[src/rtl/flp2int_seq.sv]
// Sequential binary32 -> signed int32 converter, round-to-nearest-even,
// with a bit-serial alignment shifter between two valid/ready handshakes.
module flp2int_seq #(
    parameter int Bits = 32
) (
    input  logic            iClk,
    input  logic            iRst,
    input  logic            iValid,
    output logic            oReady,
    input  logic [Bits-1:0] iA,
    output logic            oValid,
    input  logic            iReady,
    output logic [Bits-1:0] oZ,
    output logic            oInvalid,
    output logic            oInexact
);

    typedef enum logic [2:0] {IDLE, CLASSIFY, SHIFT, ROUND, DONE} state_t;

    state_t      state;
    logic [31:0] op;
    logic [31:0] mag;
    logic        grd;
    logic        stk;
    logic        left;
    logic [4:0]  cnt;
    logic        ovr;
    logic [31:0] ovr_z;
    logic        ovr_inv;
    logic        ovr_inx;

    logic        sgn;
    logic [7:0]  exp_f;
    logic [22:0] frac;
    logic [23:0] man;
    logic [4:0]  shift_n;

    assign sgn     = op[31];
    assign exp_f   = op[30:23];
    assign frac    = op[22:0];
    assign man     = {|exp_f, frac};
    // Only meaningful for exponents 126..157; specials never use it.
    assign shift_n = (exp_f >= 8'd150) ? 5'(exp_f - 8'd150) : 5'(8'd150 - exp_f);

    function automatic logic signed [31:0] round_rne(input logic [31:0] m,
                                                     input logic g,
                                                     input logic st,
                                                     input logic s);
        logic        up;
        logic [31:0] r;
        up = g & (st | m[0]);
        r  = m + {31'd0, up};
        return s ? -$signed(r) : $signed(r);
    endfunction

    always_ff @(posedge iClk) begin
        if (iRst) begin
            state    <= IDLE;
            oReady   <= 1'b1;
            oValid   <= 1'b0;
            oZ       <= '0;
            oInvalid <= 1'b0;
            oInexact <= 1'b0;
        end else begin
            case (state)
                IDLE: begin
                    if (iValid) begin
                        op     <= iA;
                        oReady <= 1'b0;
                        state  <= CLASSIFY;
                    end
                end
                CLASSIFY: begin
                    ovr     <= 1'b1;
                    ovr_inv <= 1'b0;
                    ovr_inx <= 1'b0;
                    ovr_z   <= 32'd0;
                    mag     <= {8'd0, man};
                    grd     <= 1'b0;
                    stk     <= 1'b0;
                    left    <= 1'b0;
                    cnt     <= 5'd0;
                    state   <= ROUND;
                    if (exp_f == 8'd255 && frac != 23'd0) begin
                        ovr_z   <= 32'h7FFF_FFFF;
                        ovr_inv <= 1'b1;
                    end else if (exp_f == 8'd255 ||
                                 (exp_f >= 8'd158 && op != 32'hCF00_0000)) begin
                        ovr_z   <= sgn ? 32'h8000_0000 : 32'h7FFF_FFFF;
                        ovr_inv <= 1'b1;
                    end else if (exp_f >= 8'd158) begin
                        ovr_z   <= 32'h8000_0000;
                    end else if (exp_f < 8'd126) begin
                        ovr_inx <= (exp_f != 8'd0) || (frac != 23'd0);
                    end else begin
                        ovr   <= 1'b0;
                        left  <= (exp_f >= 8'd150);
                        cnt   <= shift_n;
                        state <= (shift_n != 5'd0) ? SHIFT : ROUND;
                    end
                end
                SHIFT: begin
                    // Right shifts feed the guard bit and fold the old guard into sticky.
                    if (left) begin
                        mag <= mag << 1;
                    end else begin
                        stk <= stk | grd;
                        grd <= mag[0];
                        mag <= mag >> 1;
                    end
                    cnt <= cnt - 5'd1;
                    if (cnt == 5'd1)
                        state <= ROUND;
                end
                ROUND: begin
                    if (ovr) begin
                        oZ       <= ovr_z;
                        oInvalid <= ovr_inv;
                        oInexact <= ovr_inx;
                    end else begin
                        oZ       <= round_rne(mag, grd, stk, sgn);
                        oInvalid <= 1'b0;
                        oInexact <= grd | stk;
                    end
                    oValid <= 1'b1;
                    state  <= DONE;
                end
                DONE: begin
                    if (iReady) begin
                        oValid <= 1'b0;
                        oReady <= 1'b1;
                        state  <= IDLE;
                    end
                end
                default: begin
                    oValid <= 1'b0;
                    oReady <= 1'b1;
                    state  <= IDLE;
                end
            endcase
        end
    end

endmodule

[config.mk]
export PLATFORM = sky130hd
export DESIGN_NAME = flp2int_seq
export DESIGN_NICKNAME = d
export VERILOG_FILES = /design/src/rtl/flp2int_seq.sv
export SDC_FILE = /design/constraint.sdc
export NUM_CORES = 1
export LEC_CHECK = 0
export CAP_MARGIN = 20
export CORE_AREA = 2 2 136 138
export DETAILED_ROUTE_END_ITERATION = 12
export DIE_AREA = 0 0 138 140
export GPL_TIMING_DRIVEN = 0
export PLACE_DENSITY_LB_ADDON = 0.08
export SETUP_SLACK_MARGIN = 0.02
export SLEW_MARGIN = 15
export SYNTH_ARGS = -nofsm -noshare
export SYNTH_HDL_FRONTEND = slang
export SYNTH_SLANG_ARGS = --single-unit
[constraint.sdc]
create_clock -name iClk -period 12.75 [get_ports iClk]
set_clock_uncertainty 0.1 [all_clocks]
set_input_delay 2.55 -clock iClk [delete_from_list [all_inputs] [get_ports iClk]]
set_output_delay 2.55 -clock iClk [all_outputs]
set_load 0.03 [all_outputs]
# --- After elaboration in Yosys (flattened, before gate mapping) ---
# Cells that the tools add are included.
totals:
  reg_bits: 146
  inputBits: 36
  out_inout_bits: 36
  word_cells: 99
classes:
  add_sub_neg: 5
  order_cmp: 3
  n_eq_ne: 11
  muxes: 35
  bitwise: 7
  n_reduce_logical: 22
op_table:
  columns: ["cell", "n"]
  rows:
  - ["$mux W32", 6]
  - ["$pmux W32 S2", 1]
  - ["$add A32 B1 Y32", 1]
  - ["$ne A32 B32 Y1 const B", 1]
  - ["$neg A32 Y32", 1]
  - ["$mux W5", 5]
  - ["$reduce_bool A23 Y1", 1]
  - ["$ge A8 B8 Y1 const B", 2]
  - ["$pmux W3 S5", 1]
  - ["$mux W1", 14]
  - ["$reduce_and A3 Y1", 4]
  - ["$pmux W5 S2", 1]
  - ["$mux W3", 3]
  - ["$reduce_or A3 Y1", 3]
  - ["$eq A8 B8 Y1 const B", 1]
  - ["$lt A8 B7 Y1 const B", 1]
  - ["$ne A2 B2 Y1 const B", 4]
  - ["$reduce_bool A8 Y1", 1]
  - ["$reduce_or A4 Y1", 2]
  - ["$reduce_or A8 Y1", 1]
  - ["$eq A3 B2 Y1 const B", 2]
  - ["$pmux W1 S3", 2]
  - ["$reduce_and A2 Y1", 3]
  - ["$eq A5 B1 Y1 const B", 1]
  - ["14 further kinds", 21]

# --- Logic depth before layout (Yosys ltp) ---
depth:
  ltp_word: 9
  ltp_mapped: 16
  mapped_depth_nobuf: 12

# --- Least setup slack after synthesis ---
# No wires, ideal clock.
synth_timing:
  path_kind: "input -> register"
  start: "input port iRst"
  end: "register grd (enable)"
  setup_ns: 0.330
  t_arrival_ns: 5.756
  required_time_ns: 12.320
  slack_ns: 6.564
  cell_stages: 3
  path_buffers: 1
  path_cell_list: "clkbuf_1 > nor3_1 > a21boi_0"
synth_via:
  elab_chain_cells: 2
synth_lines:
  columns: ["item", "line_no", "text"]
  rows:
  - ["start, declared", "7", "input logic iRst,"]
  - ["$not A1 Y1 (no source line)", null, null]
  - ["$reduce_and A3 Y1 (no source line)", null, null]
  - ["end signal, assigned", "108", "grd <= mag[0];"]
  - ["end, declared", "23", "logic grd;"]
# Every way passes these cells.
# A chain may end at the register's enable or synchronous reset.

# --- Worst setup path after layout ---
# Same ends and word-level chain as after synthesis.

==> flow_summary.json <==
{
  "grt_pass1_wl_mm": 29.7,
  "synthTopCellsByArea": "edfxtp_1, dfxtp_1, mux2i_1",
  "hold_viol": 0,
  "drv_slew": 0,
  "synth_fp_nets": 794,
  "drive_above_1_share_pct": 6.09,
  "peakVddDrop_uv": 104,
  "cts_resized": 0,
  "critPathCapture": "grd$_DFFE_PP_",
  "critPathLaunchType": "primary input",
  "crit_arrival_ns": 4.95,
  "grt_pass1_vias": 5633,
  "cts_buffer_depth": 2,
  "drt-initial-drc-count": 365,
  "setup_tns_ns": 0,
  "avgSynthCellArea_um2": 9.15,
  "drc": 0,
  "setup_viol": 0,
  "crit_type": "primary input to register",
  "dominantRegCellSynth": "edfxtp_1",
  "die_x_um": 138,
  "yosysTopAreaCellShare_pct": 33.8,
  "grt_remaining_overflow": 0,
  "post-route-period-util_pct": 39.0,
  "drt_first_pass_iters": 5,
  "drv_cap": 0,
  "yosys.cell_count.top_type": "edfxtp_1",
  "cts_hold_buf": 0,
  "syn-cell-area_mm2": 0.00683,
  "cts_max_level": 4,
  "syn_to_final_growth_pct": 23.6,
  "die_h_um": 140,
  "drtAntennaViolNets": 0,
  "dp.cells": 1053,
  "grt_max_degree": 17,
  "r2r_end": "oZ[29]$_SDFFE_PP0P_",
  "critical_path_peak_fanout": 11,
  "antenna_found_initial": 0,
  "r2r-start": "mag[0]$_DFFE_PP_",
  "port_buffers": 71,
  "hold_path_class": "register to register",
  "end_kind": "register",
  "fillers": 1698,
  "rr_worst_depth": 14,
  "fmax_mhz": 201,
  "tightest_slew_ns": 0.870,
  "dp_hpwl_mm": 14.2,
  "utilization_pct": 47.5,
  "finalCriticalPeriod_ns": 4.97,
  "clk_pin_slew_ns": 0.05,
  "drt-total-wl_mm": 18.4,
  "cp.required_ns": 12.73,
  "async_reset_ff_share_pct": 0,
  "cts_buffers": 17,
  "vias": 5902,
  "die_area_mm2": 0.0193,
  "cpMaxStageDelayCell": "nor3_2",
  "yosysSeqAreaShare_pct": 45.3,
  "postSynthCellCount": 747,
  "slowest_delay_ns": 0.76,
  "power.density_mw_per_mm2": 193,
  "gp_congestion": 0.848,
  "start_util_pct": 38.4,
  "synth_top_area_cell": "edfxtp_1",
  "synth_edf_count": 77,
  "core-area_mm2": 0.0178,
  "io_pins": 72,
  "synth_commonest_cells": "edfxtp_1, nand2_1, nor2_1",
  "crit_chain": "clkdlybuf4s50_1 -> clkbuf_1 -> nor3_2 -> buf_4 -> buf_6 -> a21boi_0",
  "ys_seq_elements": 116,
  "slew_headroom_pct": 41.7,
  "antenna_cells": 0,
  "instances_no_fill": 1083,
  "ys_types": 65,
  "cts_setup_buffers": 0,
  "rows": 49,
  "rrSetupSlack_ns": 7.90,
  "insertion_delay_ns": 0.42,
  "yosysWarnings": 0,
  "cp.depth": 6,
  "nNetsFinal": 890,
  "cts_tree": "yes",
  "status": "finished, final reports clean",
  "p_leak_uw": 0.00298,
  "cts.sink_count": 116,
  "track_usage_pct": 19.3,
  "timing.critical_path.buf_inv": 4,
  "crit_start": "iRst",
  "rsz0062_at_grt": "false",
  "wl_per_cell_um": 17.0,
  "clock-root-buffer": "clkbuf_16",
  "whs_ns": 0.348,
  "vias_per_cell": 5.45,
  "critical_path.top_delay_family": "buffers and inverters"
}
==> through the flow <==
stage | instance area (µm²) | power, µW | setup WS (ns)
5_1_grt | 8440 | 1730 | 7.55
6_report | 8440 | 1630 | 7.78
4_1_cts | 8440 | 1640 | 7.77
3_5_place_dp | 7900 | 1190 | 7.34
3_3_place_gp | 7830 | 1170 | 4.73
2_1_floorplan | 6830 | 982 | 6.56
==> final cells by class <==
class / count / area (µm²) / share of cell area (%)
sequential: 116 / 3090 / 36.6
multi-input combinational: 562 / 3480 / 41.2
inverter: 13 / 48.8 / 0.578
timing repair buffer: 77 / 763 / 9.04
clock buffer: 17 / 425 / 5.04
clock inverter: 13 / 119 / 1.41
tap: 229 / 287 / 3.39
buffer: 56 / 228 / 2.70
==> per-layer routing <==
layer / vias up / part of all wire, % / track usage [%]
li1: 2936 / - / -
met1: 2781 / 48 / 26.6
met2: 161 / 45 / 30.5
met3: 24 / 5.1 / 3.49
met4: 0 / 2.1 / 7.25
met5: - / 0 / 0
==> sequential cells by signal (all words and copies together), names as in the netlist, 2 cells and up <==
signal / count
ovr_z: 2
cnt: 5
op: 32
mag: 32
state: 3
oZ: 32
==> cells by family (layout without fill, tap and decap cells) <==
kind of cell             after synthesis  after routing  synth area share, %
XOR/XNOR                              58             58                 7.43
flip-flops                           116            116                 45.3
AND/OR/NAND/NOR                      298            298                 21.7
buffers and inverters                 69            176                 4.05
multiplexers                          37             37                 5.44
AO/OA/AOI/OAI                        158            158                 14.1
adder cells (fa/ha/maj)               11             11                 2.01
==> worst min-delay path by stage <==
stage,from,endpoint,slack (ns),depth (start not counted)
detailed placement,oInexact$_SDFFE_PP0P_,oInexact$_SDFFE_PP0P_,0.35,2
global placement,oInexact$_SDFFE_PP0P_,oInexact$_SDFFE_PP0P_,0.34,2
global route,oInexact$_SDFFE_PP0P_,oInexact$_SDFFE_PP0P_,0.38,2
finish,oInexact$_SDFFE_PP0P_,oInexact$_SDFFE_PP0P_,0.35,2
CTS,oInexact$_SDFFE_PP0P_,oInexact$_SDFFE_PP0P_,0.35,2
floorplan,op[0]$_DFFE_PP_,mag[0]$_DFFE_PP_,0.41,2
==> cell usage in the layout, fill, tap and decap left out, types with 5 or more instances in the layout <==
master	count
clkdlybuf4s50_1	71
clkbuf_1	43
a211oi_1	5
nor4_1	16
nand2_1	76
ha_1	11
buf_2	5
nor3_1	31
buf_1	6
buf_4	5
a21oi_1	46
edfxtp_1	77
mux2i_1	36
inv_1	13
and3_1	16
dfxtp_1	39
xor2_1	24
o211ai_1	7
clkbuf_16	17
o21ai_0	51
o21a_1	5
nand4_1	19
and2_1	5
nor2_1	71
clkinv_1	5
xnor2_1	34
nand3_1	26
o31ai_1	5
o22ai_1	8
==> where the power goes <==
| part | switching [µW] | internal, µW |
|---|---|---|
| Combinational | 380 | 225 |
| Clock | 171 | 280 |
| Sequential | 61.7 | 516 |
==> worst register-to-register path, cell delays in order (launching register included) <==
cell	delay, ns
edfxtp_1	0.46
o21a_1	0.23
ha_1	0.25
ha_1	0.23
buf_2	0.24
nand3_1	0.23
nor4_1	0.65
xor2_1	0.24
or4_4	0.63
or4b_1	0.52
buf_2	0.18
o41ai_2	0.34
xnor2_1	0.21
a21oi_1	0.11
nor3_1	0.17
Note: power is estimated with default switching activity, not from simulation.
